### config.mk
export PLATFORM = sky130hd
export DESIGN_NAME = anton_neopixel_bus_arbiter
export DESIGN_NICKNAME = d
export VERILOG_FILES = /design/src/rtl/anton_neopixel_bus_arbiter.sv
export SDC_FILE = /design/constraint.sdc
export NUM_CORES = 1
export LEC_CHECK = 0
export BUFFER_PORTS_ARGS = -buffer_cell sky130_fd_sc_hd__clkbuf_2
export CORE_MARGIN = 2
export CORE_UTILIZATION = 46
export CTS_BUF_LIST = sky130_fd_sc_hd__clkbuf_4 sky130_fd_sc_hd__clkbuf_8 sky130_fd_sc_hd__clkbuf_16
export DETAILED_ROUTE_END_ITERATION = 6
export PLACE_DENSITY_LB_ADDON = 0.05
export SYNTH_ARGS = -nofsm -noshare
export SYNTH_HDL_FRONTEND = slang
export SYNTH_SLANG_ARGS = --single-unit
### constraint.sdc
create_clock -name busClk -period 1.8 [get_ports busClk]
set_clock_uncertainty 0.2 [all_clocks]
set_input_delay 0.09 -clock busClk [delete_from_list [all_inputs] [get_ports busClk]]
set_output_delay 0.09 -clock busClk [all_outputs]
set_load 0.005 [all_outputs]
### src/rtl/anton_neopixel_bus_arbiter.sv
// Round-robin arbiter sharing the neopixel register/pixel bus between master A (CPU bridge)
// and master B (fill engine), with optional hold-off of pixel writes while a frame streams.
//
// state   | meaning
// IDLE    | pick an eligible master, drive busAddr/busDataIn and the strobe for next cycle
// STROBE  | busWrite/busRead high for this cycle only, ack registered for next cycle
// CAPTURE | ack pulse to the granted master, read data passed through, rrPtr advances

`ifndef BUFFER_END_DEFAULT
`define BUFFER_END_DEFAULT 14'h1FFF
`endif

module anton_neopixel_bus_arbiter #(
  parameter logic [13:0] BUFFER_END = `BUFFER_END_DEFAULT,
  parameter bit          PIXEL_HOLD = 1'b1
) (
  input  logic        busClk,
  input  logic        busResetn,
  input  logic        reqA,
  input  logic [13:0] addrA,
  input  logic [7:0]  dataA,
  input  logic        writeA,
  input  logic        readA,
  output logic        ackA,
  output logic [7:0]  rdataA,
  input  logic        reqB,
  input  logic [13:0] addrB,
  input  logic [7:0]  dataB,
  input  logic        writeB,
  input  logic        readB,
  output logic        ackB,
  output logic [7:0]  rdataB,
  input  logic        neoState,
  output logic [13:0] busAddr,
  output logic [7:0]  busDataIn,
  output logic        busWrite,
  output logic        busRead,
  input  logic [7:0]  busDataOut
);

  typedef enum logic [1:0] {IDLE, STROBE, CAPTURE} state_t;

  state_t      state;
  logic        rr_ptr;
  logic        gnt;
  logic        gnt_read;
  logic [7:0]  rdata_a_q;
  logic [7:0]  rdata_b_q;

  logic        hold_a;
  logic        hold_b;
  logic        elig_a;
  logic        elig_b;
  logic        pick_b;
  logic        sel_write;
  logic        sel_read;
  logic [7:0]  cap_data;

  assign hold_a = PIXEL_HOLD && neoState && writeA && (addrA <= BUFFER_END);
  assign hold_b = PIXEL_HOLD && neoState && writeB && (addrB <= BUFFER_END);
  assign elig_a = reqA && !hold_a;
  assign elig_b = reqB && !hold_b;
  assign pick_b = elig_b && (!elig_a || rr_ptr);

  assign sel_write = pick_b ? writeB : writeA;
  assign sel_read  = pick_b ? readB  : readA;

  // The bus returns read data in the cycle after busRead, which is the ack cycle,
  // so it is passed straight through while acking and latched for afterwards.
  assign cap_data = gnt_read ? busDataOut : 8'h00;
  assign rdataA   = ackA ? cap_data : rdata_a_q;
  assign rdataB   = ackB ? cap_data : rdata_b_q;

  always_ff @(posedge busClk) begin
    if (!busResetn) begin
      state     <= IDLE;
      rr_ptr    <= 1'b0;
      gnt       <= 1'b0;
      gnt_read  <= 1'b0;
      busAddr   <= '0;
      busDataIn <= '0;
      busWrite  <= 1'b0;
      busRead   <= 1'b0;
      ackA      <= 1'b0;
      ackB      <= 1'b0;
      rdata_a_q <= '0;
      rdata_b_q <= '0;
    end else begin
      busWrite <= 1'b0;
      busRead  <= 1'b0;
      ackA     <= 1'b0;
      ackB     <= 1'b0;
      case (state)
        IDLE: begin
          if (elig_a || elig_b) begin
            gnt       <= pick_b;
            busAddr   <= pick_b ? addrB : addrA;
            busDataIn <= pick_b ? dataB : dataA;
            busWrite  <= sel_write;
            busRead   <= sel_read && !sel_write;
            gnt_read  <= sel_read && !sel_write;
            state     <= STROBE;
          end
        end
        STROBE: begin
          ackA  <= !gnt;
          ackB  <= gnt;
          state <= CAPTURE;
        end
        CAPTURE: begin
          if (gnt) rdata_b_q <= cap_data;
          else     rdata_a_q <= cap_data;
          rr_ptr <= !gnt;
          state  <= IDLE;
        end
        default: state <= IDLE;
      endcase
    end
  end

endmodule

-- After elaboration in Yosys (flattened, before gate mapping)
Cells that the tools add are included.
- order comparisons: 2
- equality and inequality tests: 3
- mux-type cells: 9
- bitwise logic cells: 1
- reductions and logical operators: 21
- operator list (cell ; count):
    $mux 8 ; 4
    $le 14x13->1 const B ; 2
    $mux 14 ; 1
    $logic_and 1x1->1 ; 8
    $reduce_and 2->1 ; 4
    $logic_not 1->1 ; 5
    $pmux 2 s2 ; 1
    $reduce_and 3->1 ; 1
    $eq 2x1->1 const B ; 1
    $eq 2x2->1 const B ; 1
    $logic_not 2->1 ; 1
    $logic_or 1x1->1 ; 2
    $mux 1 ; 2
    $mux 2 ; 1
    $ne 2x2->1 const B ; 1
    $not 1->1 ; 1
- flip-flop bits (word level): 47
- bits of input ports: 61
- output and inout port bits: 42

-- Depth between registers and ports, before layout
- depth after elaboration: 10
- mapped depth: 6

-- Worst setup path after synthesis
No wires, ideal clock.
- kind: reg2reg
- start: reg state[1]
- end: reg busAddr[0]
- library setup time: 126 ps
- arrival time: 1150 ps
- path slack: 324 ps
- cell stages (with the launch flop): 7
- clock period less this slack: 1476 ps
- path through: dfxtp_1 > nor2_1 > a32o_1 > buf_2 > buf_4 > o21ai_1 > a31oi_1
- cells in the longest elaborated chain, start to end: 2
- ends and longest elaborated chain (what ; line ; source):
    from (decl) ; 43 ; state_t state;
    from (signal assigned) ; 76 ; state <= IDLE;
    from (signal assigned) ; 102 ; state <= STROBE;
    from (signal assigned) ; 108 ; state <= CAPTURE;
    $logic_not 2->1 ; 93 ; case (state)
    $reduce_and 2->1 (no line) ; n/a ;
    to (signal assigned) ; 97 ; busAddr <= pick_b ? addrB : addrA;
    to (decl) ; 34 ; output logic [13:0] busAddr,
Every way passes these cells.
A chain may end at the register's enable or synchronous reset.

-- Final worst setup path
- start: in reqA
- end: reg busDataIn[5]
- cells in the longest elaborated chain, start to end: 5
- elaborated cells between the ends (all ways): 7
- ends and longest elaborated chain (what ; line ; source):
    from (decl) ; 19 ; input logic reqA,
    $logic_and 1x1->1 (*) ; 61 ; assign elig_a = reqA && !hold_a;
    $logic_not 1->1 ; 63 ; assign pick_b = elig_b && (!elig_a || rr_ptr);
    $logic_or 1x1->1 ; 63 ;
    $logic_and 1x1->1 ; 63 ;
    $mux 8 ; 98 ; busDataIn <= pick_b ? dataB : dataA;
    to (signal assigned) ; 98 ;
    to (decl) ; 35 ; output logic [7:0] busDataIn,
Mark *: on every way between the ends. The rest lies on a longest branch, timed or not.

==> flow_summary.yaml <==
floorplan:
  coreArea_sq_mm: 0.00466
  ios: 103
  die_h_um: 73.0
  fp-row-count: 25
  initial_core_util_pct: 47.0
  dieWidth_um: 73.0
  die_area_sq_mm: 0.00533
critical_path:
  cp_top_family: "buffers and inverters"
  cp.depth: 7
  reg2reg_slack_ns: 0.15
  crit_slowest_cell: "dlygate4sd3_1"
  crit_required_ns: 1.82
  cp_max_fo: 18
  crit_path_end_kind: "flop"
  critPathMaxStageDelay_ns: 0.55
  path_buf_inv: 3
  critPathLaunchType: "input pin"
  r2r_start: "rr_ptr"
  path_cells: "dlygate4sd3_1, clkbuf_2, nand2b_1, o211ai_2, buf_12, nand2_1, a31oi_1"
  r2r_cells: 5
  startpoint: "reqA"
  endpoint: "busDataIn[5]"
  r2r_end: "busDataIn[5]"
  worst_ep_arrival_time_ns: 1.75
  critical_path_class: "in -> reg"
sta:
  tns_ns: 0
  slew_violations: 0
  slew_headroom_pct: 67.1
  finalCritPeriodShare_pct: 96.1
  max_freq_ghz: 0.578
  setup_viol: 0
  worstMarginPinSlew_ns: 0.492
  rsz0062_at_grt: "false"
  hold_viol_final: 0
  period_minus_slack_ns: 1.73
place:
  port_buffers: 102
  gp_congestion: 0.761
  dp_hpwl_mm: 3.77
status:
  status: "complete, no violations"
min_path:
  hold_class: "in -> reg"
route:
  drt_iter0_markers: 108
  wire_per_inst_um: 13.5
  vias: 2540
  drc: 0
  ant_nets: 0
  dr.pass1.iters: 5
  routed_wl_mm: 6.67
  vias_per_cell: 5.15
logic_synthesis:
  syn_inst: 286
  ys_seq_area_share_pct: 43.0
  ys_top_cells_by_area: "dfxtp_1, nand2_1, nand3_1"
  synthDistinctLibCells: 31
  yosysTopAreaCell: "dfxtp_1"
  ys_seq_elements: 47
  syn-num-nets: 347
  yosysTopAreaCellShare_pct: 43.0
  yosysWarnings: 0
  synth_area_sq_mm: 0.00219
  avgSynthCellArea_sq_um: 7.65
clock_network:
  clock-root-buffer: "clkbuf_8"
  clock_sinks: 47
  path_clk_slew_ns: 0.09
  cts_tree: "yes"
  clk_latency_ns: 0.30
  htree_levels: 2
  clockBufferDepth: 2
  cts_made_buffers: 5
cells_and_area:
  drive_above_1_share_pct: 28.7
  final_common_cell: "clkbuf_2"
  syn2layout_area_growth_pct: 56.7
  fin_util_pct: 73.6
  finalNetCount: 499
  n_antenna_cell: 0
  mostFrequentLayoutCells: "clkbuf_2, nand2_1, dlygate4sd3_1"
grt:
  grt_pass1_wl_mm: 10.5
  grt_max_degree: 43
  grt_usage_pct: 25.5
  first_global_vias: 2352
  grt_antenna_before_repair: 0
  grt_overflow: 0
pwr:
  power.density_mw_per_mm2: 705
  p_leak_nw: 1.51
  ir_worst_vdd_v: 0.000619
job:
  maxCapViolations: 0
## repair_timing
| action | CTS | global route |
|---|---|---|
| endpoints found under the hold margin | 41 | 0 |
| gates resized for setup | 0 | 2 |
| endpoints found under the setup margin | 0 | 14 |
| hold buffers | 56 | 0 |
| setup buffers | 0 | 0 |
## state kept, by name, summed over array words and instances, names as in the netlist
| signal | count |
|---|---|
| busAddr | 14 |
| busDataIn | 8 |
| rr_ptr | 1 |
| rdata_b_q | 8 |
| state | 2 |
| busWrite | 1 |
| ackB | 1 |
| ackA | 1 |
| gnt | 1 |
| gnt_read | 1 |
| busRead | 1 |
| rdata_a_q | 8 |
## worst reg2reg max path: stages, from the launching register on
cell and delay (ns):
dfxtp_1 0.34, nand2b_1 0.19, o211ai_2 0.35, buf_12 0.20, nand2_1 0.09, a31oi_1 0.20
## worst min-delay path by stage
stage	endpoint	from	cells after the start	slack [ns]
floorplan	busAddr[3]	busResetn	2	0.03
global route	state[0]	busResetn	3	0.02
global placement	busDataIn[2]	dataA[2]	3	0.13
detailed placement	busDataIn[7]	dataA[7]	3	0.14
finish	state[0]	busResetn	3	0.01
CTS	state[0]	busResetn	3	0.005
## metal layers
layer / GRT usage (%) / wire [um] / vias to the layer above / share of wire [%]
li1: - / - / 1289 / -
met2: 44.6 / 3270 / 90 / 49
met4: 10.1 / 123 / 0 / 1.8
met3: 5.52 / 338 / 13 / 5.1
met5: 0 / 0 / - / 0
met1: 30.2 / 2940 / 1148 / 44
## logic make-up after synthesis
family / Yosys count / synth area share (%)
AND/OR/NAND/NOR: 114 / 24.2
AO/OA/AOI/OAI: 85 / 24.6
flip-flops: 47 / 43.0
buffers and inverters: 38 / 7.26
multiplexers: 2 / 0.915
## synthesized netlist by cell type
| master | number |
|---|---|
| clkbuf_1 | 12 |
| a22oi_1 | 1 |
| o21bai_2 | 1 |
| or3b_4 | 1 |
| o21ai_1 | 22 |
| or2_1 | 1 |
| nor3b_1 | 2 |
| and3b_1 | 1 |
| a31o_2 | 1 |
| nor2b_1 | 1 |
| nand3_1 | 32 |
| a32oi_1 | 1 |
| dfxtp_1 | 47 |
| nand2b_1 | 4 |
| buf_4 | 2 |
| inv_1 | 17 |
| o21ai_0 | 16 |
| nor2_1 | 5 |
| nand3b_1 | 2 |
| a311oi_2 | 1 |
| buf_2 | 7 |
| a32o_1 | 1 |
| a21boi_1 | 17 |
| nand3b_4 | 1 |
| o211a_2 | 1 |
| a21oi_1 | 1 |
| nand2_1 | 61 |
| nor3_1 | 3 |
| mux2i_1 | 2 |
| a31oi_1 | 21 |
| o211ai_2 | 1 |
## stage by stage
step / cells / hold WS, ns / worst slack [ns] / total power, mW / area [sq um]
floorplan: 286 / 0.0317 / 0.324 / 1.41 / 2190
finish: 493 / 0.0136 / 0.0698 / 2.42 / 3430
global route: 493 / 0.0204 / 0.00309 / 2.53 / 3430
detailed placement: 429 / 0.137 / 0.127 / 1.62 / 2760
global placement: 429 / 0.134 / 0.165 / 1.62 / 2760
CTS: 493 / 0.00505 / 0.0593 / 2.42 / 3420
## final cells by class
class	instances	area (sq um)
fillers	366	1230
repair buffers	166	1160
multi-input cells	201	1100
flip-flops and latches	47	941
clock buffers	7	96.3
well taps	54	67.6
inverters	17	63.8
clock inverters	1	7.51
## power breakdown
group	switching, mW	internal, mW
Sequential	0.0506	1.12
Clock	0.359	0.350
Combinational	0.261	0.283
Total	0.671	1.75
No activity file was read; power rests on OpenSTA's default activity.
